File: src/rtl/uart_pmem_loader.sv
// UART boot loader: receives a length-prefixed word image and writes it over AHB-Lite.
// Optional macro UART_PMEM_LOADER_CHECKSUM_EN adds a trailing XOR checksum byte.
module uart_pmem_loader #(
  parameter int          CLKS_PER_BIT = 868,
  parameter logic [31:0] BASE_ADDR    = 32'h0000_0000,
  parameter int          MAX_WORDS    = 2048
) (
  input  logic        HCLK,
  input  logic        HRESET,
  input  logic        rx,
  output logic [31:0] HADDR,
  output logic [1:0]  HTRANS,
  output logic [2:0]  HSIZE,
  output logic        HWRITE,
  output logic [31:0] HWDATA,
  input  logic        HREADY,
  output logic        load_active,
  output logic        load_done,
  output logic        load_err
);

  localparam int CW = $clog2(CLKS_PER_BIT) + 1;
  localparam logic [CW-1:0] HALF_BIT = CW'(CLKS_PER_BIT / 2 - 1);
  localparam logic [CW-1:0] FULL_BIT = CW'(CLKS_PER_BIT - 1);

  localparam logic [1:0] RX_IDLE  = 2'd0;
  localparam logic [1:0] RX_START = 2'd1;
  localparam logic [1:0] RX_DATA  = 2'd2;
  localparam logic [1:0] RX_STOP  = 2'd3;

  localparam logic [2:0] HDR0 = 3'd0;
  localparam logic [2:0] HDR1 = 3'd1;
  localparam logic [2:0] DATA = 3'd2;
  localparam logic [2:0] DONE = 3'd4;
  localparam logic [2:0] ERR  = 3'd5;
`ifdef UART_PMEM_LOADER_CHECKSUM_EN
  localparam logic [2:0] CHK  = 3'd3;
  localparam logic [2:0] LAST = CHK;
`else
  localparam logic [2:0] LAST = DONE;
`endif

  localparam logic [1:0] TR_IDLE   = 2'b00;
  localparam logic [1:0] TR_NONSEQ = 2'b10;

  logic          sync1, sync2, rx_prev;
  logic [1:0]    rx_state;
  logic [CW-1:0] bit_clk;
  logic [2:0]    bit_idx;
  logic [7:0]    shreg;
  logic          byte_vld, frame_err;

  logic [2:0]    state;
  logic [7:0]    n_lo;
  logic [15:0]   n_words, word_cnt, hdr_n;
  logic [1:0]    byte_cnt;
  logic [23:0]   word_acc;
  logic [31:0]   wdata_hold;
  logic          aphase, dphase, wr_done;
`ifdef UART_PMEM_LOADER_CHECKSUM_EN
  logic [7:0]    xor_acc;
`endif

  assign HSIZE       = 3'b010;
  assign hdr_n       = {shreg, n_lo};
  assign wr_done     = dphase && HREADY;
  assign load_done   = (state == DONE);
  assign load_err    = (state == ERR);
  assign load_active = (state != DONE && state != ERR) || aphase || dphase;

  // Synchroniser plus one extra flop for falling-edge detection
  always_ff @(posedge HCLK) begin
    if (HRESET) begin
      sync1   <= 1'b1;
      sync2   <= 1'b1;
      rx_prev <= 1'b1;
    end else begin
      sync1   <= rx;
      sync2   <= sync1;
      rx_prev <= sync2;
    end
  end

  // UART receiver: byte_vld / frame_err pulse for one cycle at the stop-bit centre
  always_ff @(posedge HCLK) begin
    byte_vld  <= 1'b0;
    frame_err <= 1'b0;
    if (HRESET) begin
      rx_state <= RX_IDLE;
      bit_clk  <= '0;
      bit_idx  <= '0;
    end else begin
      case (rx_state)
        RX_IDLE: begin
          bit_clk <= '0;
          if (rx_prev && !sync2) rx_state <= RX_START;
        end
        RX_START: begin
          if (bit_clk == HALF_BIT) begin
            bit_clk  <= '0;
            bit_idx  <= '0;
            rx_state <= sync2 ? RX_IDLE : RX_DATA;
          end else begin
            bit_clk <= bit_clk + 1'b1;
          end
        end
        RX_DATA: begin
          if (bit_clk == FULL_BIT) begin
            bit_clk <= '0;
            shreg   <= {sync2, shreg[7:1]};
            bit_idx <= bit_idx + 1'b1;
            if (bit_idx == 3'd7) rx_state <= RX_STOP;
          end else begin
            bit_clk <= bit_clk + 1'b1;
          end
        end
        default: begin
          if (bit_clk == FULL_BIT) begin
            bit_clk   <= '0;
            rx_state  <= RX_IDLE;
            byte_vld  <= sync2;
            frame_err <= !sync2;
          end else begin
            bit_clk <= bit_clk + 1'b1;
          end
        end
      endcase
    end
  end

  // Load FSM and AHB master; a started transfer always runs to completion, even into ERR
  always_ff @(posedge HCLK) begin
    if (HRESET) begin
      state    <= HDR0;
      word_cnt <= '0;
      byte_cnt <= '0;
      aphase   <= 1'b0;
      dphase   <= 1'b0;
      HTRANS   <= TR_IDLE;
      HWRITE   <= 1'b0;
      HADDR    <= BASE_ADDR;
      HWDATA   <= '0;
    end else begin
      if (aphase && HREADY) begin
        aphase <= 1'b0;
        dphase <= 1'b1;
        HTRANS <= TR_IDLE;
        HWRITE <= 1'b0;
        HWDATA <= wdata_hold;
      end
      if (wr_done) begin
        dphase   <= 1'b0;
        word_cnt <= word_cnt + 16'd1;
      end

      if (frame_err && state != DONE && state != ERR) begin
        state <= ERR;
      end else begin
        case (state)
          HDR0: if (byte_vld) begin
            n_lo  <= shreg;
            state <= HDR1;
`ifdef UART_PMEM_LOADER_CHECKSUM_EN
            xor_acc <= shreg;
`endif
          end
          HDR1: if (byte_vld) begin
            n_words <= hdr_n;
`ifdef UART_PMEM_LOADER_CHECKSUM_EN
            xor_acc <= xor_acc ^ shreg;
`endif
            if (hdr_n > 16'(MAX_WORDS)) state <= ERR;
            else if (hdr_n == 16'd0)    state <= LAST;
            else                        state <= DATA;
          end
          DATA: begin
            if (byte_vld) begin
`ifdef UART_PMEM_LOADER_CHECKSUM_EN
              xor_acc <= xor_acc ^ shreg;
`endif
              byte_cnt <= byte_cnt + 2'd1;
              if (byte_cnt != 2'd3) begin
                word_acc <= {shreg, word_acc[23:8]};
              end else if (aphase || dphase) begin
                state <= ERR;
              end else begin
                aphase     <= 1'b1;
                HTRANS     <= TR_NONSEQ;
                HWRITE     <= 1'b1;
                HADDR      <= BASE_ADDR + {14'd0, word_cnt, 2'b00};
                wdata_hold <= {shreg, word_acc};
              end
            end
            if (wr_done && word_cnt == n_words - 16'd1) state <= LAST;
          end
`ifdef UART_PMEM_LOADER_CHECKSUM_EN
          CHK: if (byte_vld) state <= (shreg == xor_acc) ? DONE : ERR;
`endif
          default: ;
        endcase
      end
    end
  end

endmodule

File: config.mk
export PLATFORM = sky130hd
export DESIGN_NAME = uart_pmem_loader
export DESIGN_NICKNAME = d
export VERILOG_FILES = /design/src/rtl/uart_pmem_loader.sv
export SDC_FILE = /design/constraint.sdc
export NUM_CORES = 1
export LEC_CHECK = 0
export BUFFER_PORTS_ARGS = -buffer_cell sky130_fd_sc_hd__buf_2
export CORE_MARGIN = 2
export CORE_UTILIZATION = 60
export DETAILED_ROUTE_END_ITERATION = 6
export PLACE_DENSITY_LB_ADDON = 0.3
export SYNTH_ARGS = -nofsm -noshare
export SYNTH_HDL_FRONTEND = slang
export SYNTH_SLANG_ARGS = --single-unit
File: constraint.sdc
create_clock -name HCLK -period 6.2 [get_ports HCLK]
set_input_delay 0.93 -clock HCLK [delete_from_list [all_inputs] [get_ports HCLK]]
set_output_delay 0.93 -clock HCLK [all_outputs]
set_load 0.02 [all_outputs]
## Word level (Yosys, flattened, before mapping)

Cells that the tools add are included.

- Register bits after elaboration: 183
- Output and inout port bits: 73

- Add/subtract/negate cells: 5
- Muxes and demuxes: 41
- Order comparisons: 1
- Reductions and logical operators: 32
- Bitwise operators: 5
- Equality and inequality tests: 27

Operator list:

| cell | count |
|---|---|
| $mux 3 | 11 |
| $mux 2 | 12 |
| $mux 11 | 2 |
| $pmux 11 s2 | 1 |
| $ne 3x3->1 const B | 7 |
| $reduce_and 6->1 | 3 |
| $add 16x1->16 const B | 1 |
| $eq 16x16->1 | 1 |
| $gt 16x12->1 const B | 1 |
| $logic_not 16->1 | 1 |
| $sub 16x1->16 const B | 1 |
| $reduce_and 5->1 | 3 |
| $ne 2x2->1 const B | 7 |
| $mux 1 | 12 |
| $ne 4x4->1 const B | 3 |
| $add 11x1->11 const B | 1 |
| $eq 11x10->1 const B | 1 |
| $eq 11x9->1 const B | 1 |
| $eq 3x3->1 const B | 3 |
| $pmux 3 s3 | 1 |
| $reduce_and 3->1 | 3 |
| $reduce_and 4->1 | 2 |
| $logic_and 1x1->1 | 7 |
| $pmux 2 s3 | 1 |
| other kinds (17) | 25 |

## Depth between registers and ports, before layout

Gate-level depths: netlist of the first run.

- Word-level depth: 7
- Depth in mapped cells: 9

## Least setup slack after synthesis of the first run

OpenSTA, ideal clock, no wires.

- Path type: input to register
- Start: input HRESET
- End: register wdata_hold[0] (enable)
- Arrival: 3.345 ns
- Stages: 1
- Setup time: 0.468 ns
- Slack: 2.387 ns
- Path through: nor3_1

- Longest elaborated chain between the ends: 2

Ends and longest elaborated chain:

| what | RTL line | text |
|---|---|---|
| from (decl) | 9 | `input logic HRESET,` |
| $not 1->1 (no source line) | -- |  |
| $reduce_and 6->1 (no source line) | -- |  |
| to (signal assigned) | 191 | `wdata_hold <= {shreg, word_acc};` |
| to (decl) | 58 | `logic [31:0] wdata_hold;` |

No other way between the ends.
A chain may end at the register's enable or synchronous reset.

## Final worst setup path of the first run

- Start: register n_words[3]
- End: register state[2]

- Longest elaborated chain between the ends: 6

Ends and longest elaborated chain:

| what | RTL line | text |
|---|---|---|
| from (decl) | 55 | `logic [15:0] n_words, word_cnt, hdr_n;` |
| from (signal assigned) | 168 | `n_words <= hdr_n;` |
| $sub 16x1->16 (*) | 194 | `if (wr_done && word_cnt == n_words - 16'd1) state <= LAST;` |
| $eq 16x16->1 (*) | 194 |  |
| $logic_and 1x1->1 (*) | 194 |  |
| $mux 3 | 194 |  |
| $pmux 3 s3 | 159 | `case (state)` |
| $mux 3 | 156 | `if (frame_err && state != DONE && state != ERR) begin` |
| to (signal assigned) | 157 | `state <= ERR;` |
| to (signal assigned) | 162 | `state <= HDR1;` |
| to (signal assigned) | 194 |  |
| to (decl) | 53 | `logic [2:0] state;` |

Mark *: on every way between the ends. The rest lies on a longest branch, timed or not.

==> results of run 1 <==
area by class of cell:
cell class | instances | area [um2]
tap | 143 | 179
clock buffer | 26 | 510
multi-input combinational | 424 | 2360
inverter | 7 | 26.3
fill | 807 | 3420
sequential | 183 | 4540
clock inverter | 6 | 116
timing repair buffer | 60 | 308
registers in the layout, summed over array words and instances, names as in the netlist, 3 cells and up:
signal	count
shreg	8
wdata_hold	32
state	3
bit_idx	3
n_lo	8
HADDR	16
word_acc	24
word_cnt	16
HWDATA	32
n_words	16
bit_clk	11
synth_stat cells (7+ instances only):
master,n,area [um2]
nand3_1,18,90.1
ha_1,7,87.6
nand2_1,116,435
xnor2_1,22,193
inv_1,7,26.3
a21oi_1,59,295
buf_4,19,143
dfxtp_1,95,1900
edfxtp_1,88,2640
xor2_1,21,184
nor3_1,15,75.1
clkbuf_1,22,82.6
and3_1,7,43.8
or2_2,7,43.8
nor2b_1,7,43.8
nor2_1,45,169
worst max-delay path, delay by kind of cell (launching register included):
family / cells / cell delay (ps)
AOI/OAI and AO/OA: 3 / 750
xor gates and xnor gates: 1 / 150
DFF: 1 / 490
and+or+nand+nor: 3 / 1360
power groups by stage:
stage	clock network [mW]	logic [mW]	registers, mW
2_1_floorplan	0	0.0370	1.28
3_3_place_gp	0	0.0302	1.29
3_5_place_dp	0	0.0313	1.29
4_1_cts	1.14	0.0317	1.26
5_1_grt	1.19	0.0351	1.26
6_report	1.13	0.0315	1.26
logic make-up (layout without fill, tap and decap cells):
group           Yosys count  count (layout)
simple gates            259             259
flops                   183             183
compound gates           93              93
buf+inv                  53              99
xor+xnor                 43              43
fa+ha+maj                 7               7
mux                       3               3
other cells               2              19
metal layers:
| layer | up-vias | share of wire | track usage |
|---|---|---|---|
| li1 | 2304 | - | - |
| met1 | 2290 | 0.41 | 0.272 |
| met2 | 160 | 0.52 | 0.384 |
| met3 | 28 | 0.049 | 0.0487 |
| met4 | 0 | 0.021 | 0.0894 |
| met5 | - | 0 | 0 |
per-stage QoR:
stage          cells  setup slack [ps]  instance area (um2)
4_1_cts          849              3420                 8040
5_1_grt          849              3230                 8040
3_3_place_gp     817              3430                 7420
3_5_place_dp     817              3350                 7420
2_1_floorplan    660              2390                 7160
6_report         849              3370                 8040
final timing paths:
path / end / slack [ps] / cells past startpoint
worst max-delay path: state[2] / 3370 / 7
worst min-delay path: sync2 / 410 / 1
worst max register to register: state[2] / 3370 / 7
worst min register to register: sync2 / 410 / 1
==> impl_metrics.toml, run 1 <==
[die]
num_io_pins = 77
fp-row-count = 39
die_h_um = 113
start_util = 0.619
die_area_um2 = 12700
coreArea_um2 = 11500
die_width_um = 113

[placement]
io_buffers = 57
hpwlAfterDp_mm = 8.91
gp_congestion = 0.948

[yosys]
syn_area_per_cell_um2 = 11.0
yosysSeqAreaShare = 0.640
synth_flop_cell = "dfxtp_1"
syn_area_um2 = 7100
synth_fa_ha_area_frac = 0.0123
synth_warnings = 0
async_flop_share = 0
synth_top_family_by_area = "simple AND/OR/NAND/NOR gates"
synth_simple_gate_area_frac = 0.175
synth.area.mux_share = 0.00441
synth_edf_count = 88
yosysUniqueCellTypes = 52
synth-compound-area-share = 0.0761
synth-seq-cells = 183
syn_inst = 643
synth-xor-area-share = 0.0530

[clock_tree]
cts_resized = 0
cts_hold_buf = 0
clk_latency_ps = 420
clockBufferDepth = 2
post_cts_buffers = 0
htree_levels = 4
clkSinkCount = 183
cts.reportedPaths.clkPinSlew_ps = 70
cts_made_buffers = 17
cts_tree = "done"
cts-root-buf = "clkbuf_16"

[power]
p_leak_nw = 2.90
finalPower_mw = 2.42
p_switching_mw = 0.462
seqPwrFrac = 0.521
power_frac_comb = 0.013
p_int_mw = 1.96
clkPwrFrac = 0.466
peakVddDrop_mv = 0.205
p_per_area_nw_per_um2 = 301
swShare = 0.191

[timing]
timing.final.crit_period_ps = 2830
worstMarginPinSlew_ps = 1170
setup_tns_ps = 0
hold_ws_ps = 409
worst_clock_skew_ps = 8.56
setup_viol = 0
rsz0062_at_grt = "false"
period_share = 0.456
slew_viol_final = 0
hold_violations = 0
max_freq_mhz = 353
slew_headroom = 0.218

[detailed_routing]
drtIter0Drc = 376
wl_mm = 13.5
wl_per_cell_um = 15.9
drt-vias-per-instance = 5.63
dr.pass1.iters = 5
drc = 0
detail-route-antenna-nets = 0
num_vias = 4782

[global_route]
grt_pass1_wl_mm = 22.1
grt_max_degree = 57
track_usage = 0.222
antenna_found_initial = 0
grt_pass1_vias = 4612
grt_overflow = 0

[run]
timing.max_cap.violations = 0

[finish]
nets = 704
diodes = 0
final_common_cell = "nand2_1"
postLayoutCoreUtil = 0.701
syn2layout_area_growth_pct = 13.3
layout_common_cells = "nand2_1 (116), dfxtp_1 (95), edfxtp_1 (88)"
layout-drive-gt1-share = 0.146

[critical_path]
required_ps = 6560
cp_max_fo = 7
cp_slowest_cell = "or4_4"
cp_cell_sequence = "or4_4 -> or4_1 -> xnor2_1 -> a211oi_1 -> nand4_1 -> a21o_1 -> a21oi_2"
worst_setup_path_start_kind = "flip-flop"
arrival_ps = 3190
crit-reg2reg-launch = "n_words[3]"
critical-path-max-stage-delay_ps = 620
worstSetupPathType = "reg -> reg"
endpoint_kind = "flip-flop"
startpoint = "n_words[3]"

[worst_hold_path]
min_from = "sync1"
hold_path.class = "reg -> reg"

[status]
status = "finished clean"
(Power assumes the default switching activity.)
==> run 2: changes to the inputs <==
- CORE_UTILIZATION: 60 -> 58
- clock period: 6.2 -> 2.7 ns (I/O delays scaled with it)
==> impl_metrics.toml, run 2 (synthesis gave the netlist of run 1 again) <==
[critical_path]
path_common_cell = "or3_1"
cp_max_fo = 5
r2r.worst_path.cells = 8
startpoint = "n_words[0]"
critical-path-max-stage-delay_ps = 450
cp_cell_sequence = "or3_1 -> buf_4 -> o21a_1 -> or3_1 -> a22oi_1 -> nand2_1 -> nor4b_1 -> nor3_1"
arrival_ps = 2900
rrSetupSlack_ps = 100
required_ps = 3010
r2r_end = "state[1]"
worst_setup_path_start_kind = "flip-flop"
endpoint_kind = "flip-flop"
worstSetupPathType = "reg -> reg"
cp_slowest_cell = "edfxtp_1"
crit-reg2reg-launch = "n_words[0]"

[global_route]
grt_pass1_wl_mm = 22.2
grt_overflow = 0
grt_pass1_vias = 4557
grt_max_degree = 36
track_usage = 0.221
antenna_found_initial = 0

[placement]
gp_congestion = 0.861
place_area_um2 = 7590
io_buffers = 57
hpwlAfterDp_mm = 9.39

[detailed_routing]
dr.pass1.iters = 4
drc = 0
detail-route-antenna-nets = 0
wl_mm = 13.6
drtIter0Drc = 303
num_vias = 4774
wl_per_cell_um = 15.6
drt-vias-per-instance = 5.46

[power]
clkPwrFrac = 0.449
p_per_area_nw_per_um2 = 659
p_int_mw = 4.28
seqPwrFrac = 0.537
p_switching_mw = 1.11
peakVddDrop_mv = 0.461
power_frac_comb = 0.014
p_leak_nw = 2.99
swShare = 0.206

[clock_tree]
clk_latency_ps = 430
cts_tree = "done"
cts.reportedPaths.clkPinSlew_ps = 60
cts_made_buffers = 17
htree_levels = 4
clkSinkCount = 183
cts_hold_buf = 0
cts-root-buf = "clkbuf_16"
clockBufferDepth = 2

[worst_hold_path]
holdPathEnd = "sync1"
hold_depth = 2
hold_path.class = "in -> reg"
min_from = "rx"

[die]
num_io_pins = 77
die_width_um = 115
die_h_um = 115
start_util = 0.594
coreArea_um2 = 12000
die_area_um2 = 13100
fp-row-count = 40

[timing]
period_share = 0.962
slew_headroom = 0.653
max_freq_mhz = 385
setup_tns_ps = 0
timing.final.crit_period_ps = 2600
slew_viol_final = 0
setup_viol = 0
hold_violations = 0
rsz0062_at_grt = "false"
worst_clock_skew_ps = 12.3
worstMarginPinSlew_ps = 514

[finish]
final_area_um2 = 8170
diodes = 0
layout_common_cells = "nand2_1 (116), dfxtp_1 (95), edfxtp_1 (88)"
layout-drive-gt1-share = 0.176
syn2layout_area_growth_pct = 15.1
largestRegisters = "HWDATA x32, wdata_hold x32, word_acc x24"
nets = 725
num-fill-cells = 881
final_common_cell = "nand2_1"

[run]
timing.max_cap.violations = 0

[status]
status = "finished clean"
run 2: changes by cell type in the layout (fill, tap and decap cells not counted), moves of 3 or more:
cell	change
clkbuf_8	-3
clkbuf_1	-3
buf_4	+21
clkinv_2	+4
run 2: area by class of cell:
cell class                      instances  area [um2]  share of cell area
Sequential cell                       183        4540               0.556
Multi-Input combinational cell        424        2380               0.291
Timing Repair Buffer                   81         465              0.0569
Clock buffer                           19         433              0.0530
Tap cell                              147         184              0.0225
Clock inverter                         13         145              0.0178
Inverter                                7        26.3             0.00321
run 2: critical path: cells and delay by family, from the launching register on:
kind,cells,cell delay [ps]
compound gates,2,510
flops,1,450
buf+inv,1,180
simple gates,5,1350
run 2: power by group through the flow:
stage / combinational [mW] / sequential (mW) / clock (mW)
detailed placement: 0.0744 / 2.95 / 0
CTS: 0.0747 / 2.89 / 2.46
finish: 0.0755 / 2.89 / 2.42
global placement: 0.0733 / 2.95 / 0
global route: 0.0836 / 2.89 / 2.58
floorplan: 0.0851 / 2.95 / 0
run 2: worst max path at each step:
| stage | endpoint | slack [ps] |
|---|---|---|
| floorplan | wdata_hold[0] | -3 |
| global placement | state[1] | 180 |
| detailed placement | state[0] | 100 |
| CTS | state[2] | 30 |
| global route | state[2] | 20 |
| finish | state[1] | 100 |
run 2: timing repair:
action	CTS	global route
resized for setup	0	1
buffers inserted	0	0
endpoints found under the setup margin	0	3
run 2: per-stage QoR:
stage	total power [mW]	hold WS [ps]	instances	util	setup slack [ps]
after CTS	5.43	140	874	0.683	25.5
after global placement	3.03	399	842	0.635	178
after detailed placement	3.03	403	842	0.635	100
after floorplan	3.03	389	660	-	-2.84
after global routing	5.55	152	874	0.683	18.7
final	5.39	160	874	0.683	103
run 2: layer usage:
metal  up-vias  GRT usage  part of all wire
met5         -          0                 0
met2       124      0.356              0.50
li1       2334          -                 -
met4         0      0.102             0.023
met1      2290      0.284              0.44
met3        26     0.0524             0.040
